`src/rtl/apb_cmd_master.sv`:
```
// APB4 command master: queues commands in a small FIFO and issues them as single APB transfers in order.
// Optional ACCESS-phase timeout is enabled by defining APB_CMD_MASTER_TIMEOUT_EN.

module apb_cmd_master #(
    parameter int ADDR_W      = 16,
    parameter int DATA_W      = 32,
    parameter int FIFO_DEPTH  = 4,
    parameter int TIMEOUT_CYC = 255
) (
    input  logic                pclk,
    input  logic                presetn,
    input  logic                cmd_valid,
    output logic                cmd_ready,
    input  logic                cmd_write,
    input  logic [ADDR_W-1:0]   cmd_addr,
    input  logic [DATA_W-1:0]   cmd_wdata,
    input  logic [DATA_W/8-1:0] cmd_strb,
    output logic                rsp_valid,
    input  logic                rsp_ready,
    output logic [DATA_W-1:0]   rsp_rdata,
    output logic                rsp_err,
    output logic [ADDR_W-1:0]   paddr,
    output logic                psel,
    output logic                penable,
    output logic                pwrite,
    output logic [DATA_W-1:0]   pwdata,
    output logic [DATA_W/8-1:0] pstrb,
    input  logic                pready,
    input  logic [DATA_W-1:0]   prdata,
    input  logic                pslverr,
    output logic                busy
);

    localparam int STRB_W = DATA_W / 8;
    localparam int PTR_W  = $clog2(FIFO_DEPTH);
    localparam int CNT_W  = $clog2(FIFO_DEPTH + 1);
    localparam int ENT_W  = 1 + ADDR_W + DATA_W + STRB_W;

    typedef enum logic [1:0] {IDLE, SETUP, ACCESS, RESP} state_t;

    state_t              r_state;
    state_t              w_state_nxt;
    logic                r_rst_sync;
    logic [ENT_W-1:0]    r_mem [FIFO_DEPTH];
    logic [PTR_W-1:0]    r_wr_ptr;
    logic [PTR_W-1:0]    r_rd_ptr;
    logic [CNT_W-1:0]    r_count;
    logic                w_full;
    logic                w_empty;
    logic                w_push;
    logic                w_pop;
    logic                w_complete;
    logic                w_timeout;
    logic                w_rsp_take;
    logic                w_tmo_hit;
    logic [ENT_W-1:0]    w_head;
    logic                w_head_write;
    logic [ADDR_W-1:0]   w_head_addr;
    logic [DATA_W-1:0]   w_head_wdata;
    logic [STRB_W-1:0]   w_head_strb;
    logic                r_pwrite;
    logic [ADDR_W-1:0]   r_paddr;
    logic [DATA_W-1:0]   r_pwdata;
    logic [STRB_W-1:0]   r_pstrb;
    logic                r_rsp_valid;
    logic                r_rsp_err;
    logic [DATA_W-1:0]   r_rsp_rdata;

    // Command intake stays closed until the first edge after reset release,
    // which keeps the whole block quiet until deassertion is seen by pclk.
    always_ff @(posedge pclk or negedge presetn) begin
        if (!presetn) r_rst_sync <= 1'b0;
        else          r_rst_sync <= 1'b1;
    end

    assign w_full    = (r_count == CNT_W'(FIFO_DEPTH));
    assign w_empty   = (r_count == '0);
    assign cmd_ready = r_rst_sync & ~w_full;
    assign w_push    = cmd_valid & cmd_ready;

    always_ff @(posedge pclk) begin
        if (w_push) r_mem[r_wr_ptr] <= {cmd_write, cmd_addr, cmd_wdata, cmd_strb};
    end

    assign w_head       = r_mem[r_rd_ptr];
    assign w_head_write = w_head[ENT_W-1];
    assign w_head_addr  = w_head[ENT_W-2 -: ADDR_W];
    assign w_head_wdata = w_head[STRB_W +: DATA_W];
    assign w_head_strb  = w_head[STRB_W-1:0];

    always_ff @(posedge pclk or negedge presetn) begin
        if (!presetn) begin
            r_wr_ptr <= '0;
            r_rd_ptr <= '0;
            r_count  <= '0;
        end else begin
            if (w_push) r_wr_ptr <= r_wr_ptr + PTR_W'(1);
            if (w_pop)  r_rd_ptr <= r_rd_ptr + PTR_W'(1);
            case ({w_push, w_pop})
                2'b10:   r_count <= r_count + CNT_W'(1);
                2'b01:   r_count <= r_count - CNT_W'(1);
                default: r_count <= r_count;
            endcase
        end
    end

`ifdef APB_CMD_MASTER_TIMEOUT_EN
    localparam int TMO_W = $clog2(TIMEOUT_CYC + 1);
    localparam logic [TMO_W-1:0] TMO_LAST = TMO_W'(TIMEOUT_CYC - 1);

    logic [TMO_W-1:0] r_tmo_cnt;

    // The last stalled ACCESS cycle is the one where the count is one short.
    always_ff @(posedge pclk or negedge presetn) begin
        if (!presetn)                            r_tmo_cnt <= '0;
        else if (r_state == SETUP)               r_tmo_cnt <= '0;
        else if (r_state == ACCESS && !pready)   r_tmo_cnt <= r_tmo_cnt + TMO_W'(1);
    end

    assign w_tmo_hit = (r_tmo_cnt == TMO_LAST);
`else
    logic w_unused_tmo;
    assign w_unused_tmo = (TIMEOUT_CYC > 0);
    assign w_tmo_hit    = 1'b0;
`endif

    always_ff @(posedge pclk or negedge presetn) begin
        if (!presetn) r_state <= IDLE;
        else          r_state <= w_state_nxt;
    end

    always_comb begin
        w_state_nxt = r_state;
        w_pop       = 1'b0;
        w_complete  = 1'b0;
        w_timeout   = 1'b0;
        w_rsp_take  = 1'b0;
        case (r_state)
            IDLE: begin
                if (!w_empty) begin
                    w_state_nxt = SETUP;
                    w_pop       = 1'b1;
                end
            end
            SETUP: w_state_nxt = ACCESS;
            ACCESS: begin
                if (pready) begin
                    w_state_nxt = RESP;
                    w_complete  = 1'b1;
                end else if (w_tmo_hit) begin
                    w_state_nxt = RESP;
                    w_timeout   = 1'b1;
                end
            end
            RESP: begin
                if (rsp_ready) begin
                    w_rsp_take  = 1'b1;
                    w_pop       = ~w_empty;
                    w_state_nxt = w_empty ? IDLE : SETUP;
                end
            end
            default: w_state_nxt = IDLE;
        endcase
    end

    // Reads carry no write payload onto the bus.
    always_ff @(posedge pclk or negedge presetn) begin
        if (!presetn) begin
            r_pwrite <= 1'b0;
            r_paddr  <= '0;
            r_pwdata <= '0;
            r_pstrb  <= '0;
        end else if (w_pop) begin
            r_pwrite <= w_head_write;
            r_paddr  <= w_head_addr;
            r_pwdata <= w_head_write ? w_head_wdata : '0;
            r_pstrb  <= w_head_write ? w_head_strb  : '0;
        end
    end

    always_ff @(posedge pclk or negedge presetn) begin
        if (!presetn) begin
            r_rsp_valid <= 1'b0;
            r_rsp_err   <= 1'b0;
            r_rsp_rdata <= '0;
        end else if (w_complete) begin
            r_rsp_valid <= 1'b1;
            r_rsp_err   <= pslverr;
            r_rsp_rdata <= (!r_pwrite && !pslverr) ? prdata : '0;
        end else if (w_timeout) begin
            r_rsp_valid <= 1'b1;
            r_rsp_err   <= 1'b1;
            r_rsp_rdata <= '0;
        end else if (w_rsp_take) begin
            r_rsp_valid <= 1'b0;
        end
    end

    assign psel      = (r_state == SETUP) || (r_state == ACCESS);
    assign penable   = (r_state == ACCESS);
    assign pwrite    = r_pwrite;
    assign paddr     = r_paddr;
    assign pwdata    = r_pwdata;
    assign pstrb     = r_pstrb;
    assign rsp_valid = r_rsp_valid;
    assign rsp_err   = r_rsp_err;
    assign rsp_rdata = r_rsp_rdata;
    assign busy      = ~w_empty || (r_state != IDLE);

endmodule

```
`config.mk`:
```
export PLATFORM = sky130hd
export DESIGN_NAME = apb_cmd_master
export DESIGN_NICKNAME = d
export VERILOG_FILES = /design/src/rtl/apb_cmd_master.sv
export SDC_FILE = /design/constraint.sdc
export NUM_CORES = 1
export LEC_CHECK = 0
export CORE_ASPECT_RATIO = 1.75
export CORE_MARGIN = 3
export CORE_UTILIZATION = 48
export CTS_CLUSTER_DIAMETER = 80
export DETAILED_ROUTE_END_ITERATION = 10
export GPL_TIMING_DRIVEN = 1
export HOLD_SLACK_MARGIN = 0.1
export PLACE_DENSITY_LB_ADDON = 0.3
export SKIP_LAST_GASP = 1
export SLEW_MARGIN = 20
export SYNTH_ARGS = -nofsm -noshare
export SYNTH_HDL_FRONTEND = slang
export SYNTH_SLANG_ARGS = --single-unit
```
`constraint.sdc`:
```
create_clock -name pclk -period 2.4 [get_ports pclk]
set_input_delay 0.24 -clock pclk [delete_from_list [all_inputs] [get_ports pclk]]
set_output_delay 0.24 -clock pclk [all_outputs]
set_load 0.01 [all_outputs]
```
Word level (Yosys, flattened, before mapping)
Memory sizes are Yosys's and may differ from the RTL's.
Index checks and enable logic that the tools add are counted.

operators by class
  reduce and logical (&&, ||, !) cells = 11
  bitwise logic cells = 4
  multiplexer cells = 22
  equality and inequality tests = 9
  add/subtract/negate cells = 4

operators by type and width
  kind                                                                   count
  32-bit two-way mux                                                     3
  1-bit two-way mux                                                      12
  2-bit case mux with 4 select lines                                     1
  2-bit equality test, second input constant                             3
  2-bit two-way mux                                                      3
  3-bit case mux with 2 select lines                                     1
  2-bit nonzero test                                                     3
  2-bit by 1-bit adder with 2-bit output, second input constant          2
  2-bit by 1-bit equality test with 1-bit output, second input constant  2
  4-bit two-way mux                                                      1
  2-bit != test, second input constant                                   2
  3-bit by 1-bit adder with 3-bit output, second input constant          1
  3-bit equality test, second input constant                             1
  3-bit zero test                                                        1
  3-bit AND reduction                                                    1
  3-bit by 1-bit subtractor with 3-bit output, second input constant     1
  1-bit bitwise AND                                                      2
  1-bit zero test                                                        2
  2-bit zero test                                                        1
  1-bit logical OR                                                       2
  2-bit by 1-bit != test with 1-bit output, second input constant        1
  1-bit inverter                                                         2
  1-bit case mux with 2 select lines                                     1
  1-bit logical AND                                                      1

storage, ports and cells
  memories = 1
  output and inout port bits = 91
  bits in registers = 97
  input bits = 91
  word-level logic and storage cells = 63
  memory bits (writable) = 212

memories
  memory  words  width  read ports  clocked after memory_dff  wr ports  line  RTL
  r_mem   4      53     1           0                         1         44    logic [ENT_W-1:0] r_mem [FIFO_DEPTH];

Longest topological paths before layout
  depth after elaboration = 6
  mapped depth = 13
  depth with buffers taken out = 11

Worst setup path after synthesis
Ideal clock, no wire load.

  kind = flip-flop to flip-flop
  start = reg r_state[0]
  end = reg r_count[2]
  period minus slack after synthesis = 2,629 ps
  slack = -229 ps
  arrival = 2,549 ps
  stages on the path, launching flop included = 13
  path buffers = 2
  path through = dfrtp_1 -> inv_1 -> ha_1 -> or3_1 -> buf_4 -> buf_2 -> inv_2 -> ha_1 -> inv_1 -> fa_1 -> xor2_1 -> nor2_1 -> xnor2_1

between the ends
  word-level cells in the longest chain between the ends = 4
  elaborated cells on any way between the ends = 7

RTL lines
  element                                                                                line  RTL
  from (decl)                                                                            41    state_t r_state;
  from (signal assigned)                                                                 129   else r_state <= w_state_nxt;
  2-bit equality test or 2-bit zero test (tied branches)                                 138   case (r_state)
  1-bit case mux with 2 select lines *                                                   138
  named net w_pop                                                                        51    logic w_pop;
  2-bit by 1-bit equality test with 1-bit output or 2-bit equality test (tied branches)  99    case ({w_push, w_pop})
  3-bit case mux with 2 select lines or 2-bit nonzero test (tied branches)               n/a
  to (signal assigned)                                                                   100   2'b10: r_count <= r_count + CNT_W'(1);
  to (signal assigned)                                                                   101   2'b01: r_count <= r_count - CNT_W'(1);
  to (signal assigned)                                                                   102   default: r_count <= r_count;
  to (decl)                                                                              47    logic [CNT_W-1:0] r_count;

The timed path passes the listed nets; every way through them passes the cells marked *.
A chain may end at the register's enable or synchronous reset.

Worst setup path in the final report
  start = reg r_state[1]
  end = reg r_count[2]

Same word-level chain as after synthesis.

==> summary.txt <==
Placed design
  – DPL Wire Length: 14.2 mm
  – Placed Area: 13800 µm²
  – IO Port Bufs: 181
  – Dpl ws: -0.0128 ns
  – Placed Instances: around 1000
  – RePlAce Congestion: 0.761

Logic synthesis
  – Async SR Flop Fraction: 31.4%
  – Gate Count Post-Synth: 533
  – Post-synth EDFFs: 212
  – Register area share after synthesis: 76.8%
  – Main flop type after synthesis: edfxtp_1
  – Synth Register Bits: 309
  – Avg Inst Size Synth: 21.5 µm²
  – Yosys Warn Count: 0
  – Mapped Nets: 634
  – Yosys cell types: around 40
  – Post-Synthesis Cell Area: 11400 µm²

Drt
  – DR iter-0 viols: 272
  – WL/cell: 21.8 µm
  – DRC: 0
  – ANT nets after route: 0
  – Vias: 5902
  – DRT Pass-1 Iters: 4
  – Routed WL: roughly 23 mm
  – Vias per inst: 5.51

Timing
  – Period minus WS final: ~2.3 ns
  – Worst hold slack: 0.304 ns
  – Max_slew headroom: between 40 and 50%
  – Final hold violation count: 0
  – Period utilization: 94.4%
  – Final Max Slew Viols: 0
  – Final setup vio count: 0
  – Layout Skew: 0.0110 ns
  – Total negative setup slack: 0 ns
  – RSZ-0062 raised after global routing: false
  – F_max: 441 MHz
  – Worst-Margin Slew: 0.833 ns
  – Final WS setup: 0.134 ns

Critical path
  – Most numerous cell on the critical path: inv_2
  – R2r worst-path depth: 10
  – CP Capture Type: flop
  – Crit Reg-Reg Startpoint: r_state[1]$_DFFE_PN0P_
  – Crit path max-delay family: adder cells
  – CP Depth: 10
  – CP max FO: 4
  – Crit start category: flop
  – Cell chain of the critical path: inv_2, ha_4, or3_2, inv_2, ha_2, inv_1, fa_2, xor2_1, nor2_1, xnor2_1
  – Kind of critical path: flop to flop
  – Crit path launch: r_state[1]$_DFFE_PN0P_
  – Buffers and inverters on the worst path: 3
  – Max incr delay on CP: 0.47 ns
  – Slowest CP cell: or3_2
  – Reg-to-reg slack, setup: 0.13 ns
  – WP data arrival: 2.72 ns
  – Required @ worst endpoint: 2.85 ns

Global route
  – Initial antenna violation count: 0
  – Global-route wire length before repair: 36.7 mm
  – Vias in the first global route: between 6000 and 7000
  – Largest net degree at the start of global routing: 55
  – GRT Residual Overflow: 0
  – Total GRT Usage: between 10% and 20%

Pwr
  – Power density over the cells: 1230 nW/µm²
  – Total power: about 18 mW
  – LEAKAGE: around 5.4 nW
  – Worst vdd ir: 661 µV

Clocking
  – Clock root buffer: clkbuf_16
  – CTS tree: yes
  – Inserted Clock Buffers: 28
  – CTS H-tree depth: 1
  – Worst skew pair latency: ~0.54 ns
  – Reg clk slew, reported paths: 0.07 ns
  – Clock Path Buffers: 3
  – # clock sinks: approximately 300

Layout
  – Share of cells above drive strength 1: 19.7%
  – Fin area: about 15000 µm²
  – Net count, final: 846
  – Area Growth Syn to Fin: 29.5%
  – Final cell count without fillers: 1072
  – Util after Layout: 63.3%

Floorplan
  – Rows: 74
  – Die height: 210 µm
  – # IOs: 182
  – Die Span X: 123 µm
  – Initial core utilization: 48.9%
  – CORE AREA: 23400 µm²
  – Die outline area: 25800 µm²

Job
  – Max_cap viols: 0

Run status
  – Status: completed

Min path
  – Hold crit path type: input port to async pin
## registers in the layout, summed over array words and instances (netlist names)
signal	cells
paddr	16
pstrb	4
pwdata	32
pwrite	1
r_count	3
r_mem	212
r_rd_ptr	2
r_rst_sync	1
r_state	2
r_wr_ptr	2
rsp_err	1
rsp_rdata	32
rsp_valid	1
## timing repair
item / in CTS / in global routing
pin swaps: 0 / 1
resized for setup: 1 / 3
setup buffers: 0 / 4
hold buffers: 1 / 0
endpoints found under the hold margin: 47 / 0
setup endpoints to repair: 1 / 1
## path summary, 6_finish.rpt
check,to
setup / recovery,r_count[2]$_DFFE_PN0P_
hold / removal,pwdata[22]$_DFFE_PN0P_
setup reg to reg,r_count[2]$_DFFE_PN0P_
min in group pclk,rsp_rdata[18]$_DFFE_PN0P_
hold reg to reg,rsp_valid$_DFFE_PN0P_
max in group asynchronous,r_state[1]$_DFFE_PN0P_
## synth_stat cells (3+ instances only)
library cell    n  area share (%)
a22o_1         67             5.1
and2_1          4            0.22
mux4_2         50             9.8
mux2_1          7            0.69
ha_1            9            0.98
xnor2_1         4            0.31
mux4_1          3            0.69
dfrtp_1        97              21
clkbuf_1       10            0.33
inv_1           9            0.30
buf_6           6            0.59
buf_2           9            0.39
edfxtp_1      212              56
mux2_4         11             1.4
nand2_1         5            0.16
## cell families after synthesis
kind of cell / Yosys count / share of synthesized area, %
flip-flops: 309 / 76.8
AO/OA/AOI/OAI: 76 / 5.68
multiplexers: 73 / 12.8
buffers and inverters: 37 / 1.74
AND/OR/NAND/NOR: 21 / 1.25
adder cells (fa/ha/maj): 10 / 1.16
XOR/XNOR: 6 / 0.459
other: 1 / 0.0328
## cells in the final DEF, fill, tap and decap left out, types with 3 or more instances in the layout
| cell | n |
|---|---|
| edfxtp_1 | 212 |
| bufinv_16 | 7 |
| clkinv_1 | 5 |
| clkdlybuf4s50_1 | 179 |
| mux2_4 | 11 |
| mux2_1 | 7 |
| and2_2 | 4 |
| inv_2 | 3 |
| mux4_1 | 3 |
| clkbuf_16 | 29 |
| xnor2_1 | 4 |
| clkbuf_1 | 5 |
| nand2_1 | 5 |
| inv_1 | 7 |
| dfrtp_1 | 94 |
| buf_4 | 21 |
| ha_1 | 6 |
| buf_12 | 7 |
| mux4_2 | 50 |
| a22o_1 | 67 |
| clkinv_2 | 3 |
## worst register-to-register path, stage by stage (launching register included)
cell and delay [ns]:
dfrtp_2 0.43, inv_2 0.09, ha_4 0.20, or3_2 0.47
inv_2 0.06, ha_2 0.16, inv_1 0.05, fa_2 0.33
xor2_1 0.14, nor2_1 0.12, xnor2_1 0.13
## where the power goes
group | internal (mW) | leakage, nW | switching [mW]
clock | 2.96 | 0.487 | 1.89
sequential | 6.86 | 3.16 | 0.604
combinational | 3.32 | 1.78 | 2.53
total | 13.1 | 5.43 | 5.02
## cell type report
| class | instances | area (µm²) |
|---|---|---|
| Antenna cell | 1 | 2.50 |
| Clock buffer | 34 | 744 |
| Clock inverter | 18 | 268 |
| Fill cell | 1624 | 8600 |
| Inverter | 10 | 37.5 |
| Multi-Input combinational cell | 187 | 2480 |
| Sequential cell | 309 | 8800 |
| Tap cell | 304 | 380 |
| Timing Repair Buffer | 209 | 2110 |
## routing by layer
layer / GRT usage, % / wire [µm]
met1: 22.5 / 8870
met2: 32.9 / 12600
met3: 3.30 / 1330
met4: 6.11 / 517
met5: 0 / 0
(Power assumes the default switching activity.)
